===== config.mk =====
export PLATFORM = sky130hd
export DESIGN_NAME = async_fifo_reader
export DESIGN_NICKNAME = d
export VERILOG_FILES = /design/src/rtl/async_fifo_reader.sv
export SDC_FILE = /design/constraint.sdc
export NUM_CORES = 1
export LEC_CHECK = 0
export CAP_MARGIN = 10
export CORE_ASPECT_RATIO = 1.75
export CORE_UTILIZATION = 45
export DETAILED_ROUTE_END_ITERATION = 10
export PLACE_DENSITY = 0.69
export SKIP_LAST_GASP = 1
export SLEW_MARGIN = 5
export SYNTH_ARGS = -nofsm -noshare
export SYNTH_HDL_FRONTEND = slang
export SYNTH_SLANG_ARGS = --single-unit

===== constraint.sdc =====
create_clock -name r_clk -period 2.89 [get_ports r_clk]
set_input_delay 0.4335 -clock r_clk [delete_from_list [all_inputs] [get_ports r_clk]]
set_output_delay 0.4335 -clock r_clk [all_outputs]
set_load 0.01 [all_outputs]

===== src/rtl/async_fifo_reader.sv =====
// Read-domain drain engine: pops async_fifo words into a 3-entry buffer and streams them out on valid/ready.
// Optional delivered-word counter enabled by defining ASYNC_FIFO_READER_COUNT_EN.
module async_fifo_reader #(
    parameter int WIDTH = 32,
    parameter int CNT_W = 16
) (
    input  logic             r_clk,
    input  logic             r_rst_n,
    input  logic             drain_en,
    input  logic             empty,
    output logic             r_en,
    input  logic [WIDTH-1:0] r_data,
    output logic             m_valid,
    input  logic             m_ready,
    output logic [WIDTH-1:0] m_data
`ifdef ASYNC_FIFO_READER_COUNT_EN
    ,
    output logic [CNT_W-1:0] rd_count
`endif
);

    logic [1:0]       r_occ;
    logic [1:0]       r_head;
    logic [1:0]       r_tail;
    logic             r_inflight;
    logic [WIDTH-1:0] r_buf [0:2];

    logic             w_hs;
    logic [2:0]       w_pending;

    function automatic logic [1:0] next_ptr(input logic [1:0] p);
        return (p == 2'd2) ? 2'd0 : p + 2'd1;
    endfunction

    // Pop decision uses registered state only, so m_ready never reaches r_en combinationally.
    always_comb begin
        w_pending = {1'b0, r_occ} + {2'b00, r_inflight};
        r_en      = r_rst_n & drain_en & ~empty & (w_pending < 3'd3);
        m_valid   = (r_occ != 2'd0);
        m_data    = r_buf[r_head];
        w_hs      = m_valid & m_ready;
    end

    always_ff @(posedge r_clk or negedge r_rst_n) begin
        if (!r_rst_n) begin
            r_occ      <= 2'd0;
            r_head     <= 2'd0;
            r_tail     <= 2'd0;
            r_inflight <= 1'b0;
            for (int i = 0; i < 3; i++) begin
                r_buf[i] <= '0;
            end
        end else begin
            r_inflight <= r_en;
            if (r_inflight) begin
                r_buf[r_tail] <= r_data;
                r_tail        <= next_ptr(r_tail);
            end
            if (w_hs) begin
                r_head <= next_ptr(r_head);
            end
            r_occ <= r_occ + {1'b0, r_inflight} - {1'b0, w_hs};
        end
    end

`ifdef ASYNC_FIFO_READER_COUNT_EN
    logic [CNT_W-1:0] r_count;

    always_ff @(posedge r_clk or negedge r_rst_n) begin
        if (!r_rst_n) begin
            r_count <= '0;
        end else if (w_hs) begin
            r_count <= r_count + 1'b1;
        end
    end

    assign rd_count = r_count;
`endif

endmodule

==> metrics.txt <==
status=completed; leak pwr=2.42 nW; critical-path cell list=ha_1 > ha_1 > a2111oi_2 > clkdlybuf4s50_1; FF-to-FF path depth=4; xor/xnor share of the synthesized area=0.00382; Sequential cell area=0.00258 mm^2; port bufs=70; gr usage total=0.190; delay-heaviest family, CP=buffers and inverters; Synth top area share=0.562; Crit Reg-Reg Startpoint=r_tail[0]; # DRC=0; gp weighted congestion=0.752; unrepaired setup endpoints after global routing=false; Final Hold Viols=0; Wirelength per Cell=18.0 um; via count=2731; peak supply drop=0.000582 V; H-tree lvl count=3; Inserted Diodes=0; max-slew violation count=0; Post-Route WL=9160 um; worst-skew pair later-pin latency=340 ps; R2R setup slack=940 ps; first-pass GRT wire length=15200 um; Synth Area in Simple Gates=0.0131; slowest stage cell, crit path=clkdlybuf4s50_1; Congestion Overflow GR=0; slowest stage delay, CP=610 ps; Gate Count Post-Synth=308; die area=0.0106 mm^2; Post-DP Area=0.00540 mm^2; Core Rows=48; leading post-synthesis cells by cell area=dfrtp_1, mux2_2, mux2i_1; multi-input logic area=0.00187 mm^2; mapped cell area=0.00458 mm^2; post-route ant nets=0; Yosys reg bits=103; Relative slew margins=0.526; CP endpoint=r_en; most frequent cells in the layout=dfrtp_1, mux2_2, clkdlybuf4s50_1, mux2i_1, o2bb2ai_1; Synth Area in Compound Gates=0.0669; RR Endpoint=r_buf[20]; drt initial violations=104; final worst path period need=2710 ps; average size of a mapped cell=14.9 um^2; PwrDens=1170 mW/mm^2; Buf+Inv Stages, Crit Path=1; clock root cell=clkbuf_16; maximum buffer depth of the clock tree=2; post-synthesis sequential area ratio=0.562; setup violators final=0; setup_tns=0 ps; die width=78.3 um; kind of end point of the critical path=output port; critical path type=flip-flop to output port; warnings from Yosys=0; Worst Skew=5.34 ps; f_max=0.369 GHz; post-synthesis mux area share=0.311; stages on the worst setup path=4; Worst Max-Slew Pin Slew=711 ps; largest net degree at the start of global routing=58; critical path data required time=2460 ps; CP startpoint=r_inflight; Cell variety after synth=21; initial core utilization=0.463; clk slew on worst S/H paths=60 ps; data arrival time of the worst path=2280 ps; TritonCTS clock tree=done; Crit Path Max Fanout=6; Yosys top cell by area=dfrtp_1; cell repeated most along the worst path=ha_1; Hold Slack=255 ps; DRT Pass-1 Iters=4; largest family of logic cells by synthesized area=multiplexers; Mapped Nets=349; share of cells above drive strength 1=0.332; Hold Path Class=input pin to asynchronous set/reset pin; core box area=0.00991 mm^2; IO Pins=71; nets=421; most common cell after layout, fill and taps aside=dfrtp_1; max_cap viols=0; Worst setup SP type=flip-flop; Die Ht=136 um; Post-Synth Adder-Cell Area=0.0109; Synth-to-Final Area Change=25.1%; fillcell total=832; initial antenna violation count=0; crit share post-route=0.938; total CTS buffers=9; number of global-route vias before repair=3022; Post-DP HPWL=6190 um; final instance area=0.00574 mm^2; CTS sink cnt=103; hold buffer count at cts=0; Vias per Instance=5.35
==> synth_stat cells <==
cell         n
dfrtp_1    103
mux2_2      96
mux2i_1     32
o2bb2ai_1   32
buf_2        8
buf_4        6
clkbuf_1     4
ha_1         4
inv_1        4
buf_6        3
mux2_1       2
nand3b_1     2
nor2b_1      2
o21ai_0      2
xnor2_1      2
a2111oi_0    1
a21o_1       1
nand2_1      1
nor2_1       1
nor3b_4      1
or2_2        1
==> worst min path at each step <==
| stage | slack [ps] | end | depth (start not counted) | startpoint |
|---|---|---|---|---|
| 3_3_place_gp | 470 | r_buf[89] | 1 | r_buf[89] |
| 6_report | 260 | r_buf[75] | 2 | r_rst_n |
| 3_5_place_dp | 480 | r_buf[89] | 1 | r_buf[89] |
| 2_1_floorplan | 140 | r_buf[0] | 0 | r_rst_n |
| 5_1_grt | 300 | r_buf[6] | 2 | r_rst_n |
| 4_1_cts | 270 | r_buf[61] | 2 | r_rst_n |
==> sequential cells by signal (all words and copies together), names as in the netlist <==
name        flops
r_buf          96
r_head          2
r_occ           2
r_tail          2
r_inflight      1
==> routing by layer <==
metal | GRT usage | up-vias | share of wire | wire [um]
li1 | - | 1279 | - | -
met1 | 0.216 | 1394 | 0.41 | 3780
met2 | 0.343 | 44 | 0.54 | 4950
met3 | 0.0384 | 14 | 0.027 | 247
met4 | 0.0792 | 0 | 0.020 | 186
met5 | 0 | - | 0 | 0
==> report_power, final <==
part           switching (mW)  internal, mW
clock network           0.499         0.805
registers               0.375          2.17
logic                    1.15          1.69
total                    2.02          4.66
==> per-stage QoR <==
step	setup slack [ps]	std cells	utilization	total power, mW
after floorplan	823	308	-	4.18
after global placement	425	494	0.545	5.34
after detailed placement	384	494	0.545	5.44
after CTS	7.98	510	0.578	6.77
after global routing	77.7	510	0.579	7.09
final	179	510	0.579	6.68
==> repair_timing <==
action | 4_1_cts | 5_1_grt
setup endpoints to repair | 0 | 1
resized for setup | 0 | 2
buffers inserted | 0 | 0
endpoints found under the hold margin | 0 | 0
==> logic make-up (layout without fill, tap and decap cells) <==
family / count (synthesis) / after routing
muxes: 130 / 130
DFF: 103 / 103
AOI/OAI and AO/OA: 36 / 36
buffers and inverters: 25 / 102
and+or+nand+nor: 8 / 8
adders and majority gates: 4 / 4
xor gates and xnor gates: 2 / 2
==> cell type report <==
type / count / area share
clock buffer: 13 / 0.0454
multi-input combinational: 180 / 0.326
sequential: 103 / 0.450
tap: 125 / 0.0273
timing repair buffer: 82 / 0.137
inverter: 4 / 0.00262
clock inverter: 3 / 0.0113
No activity file was read; power rests on OpenSTA's default activity.
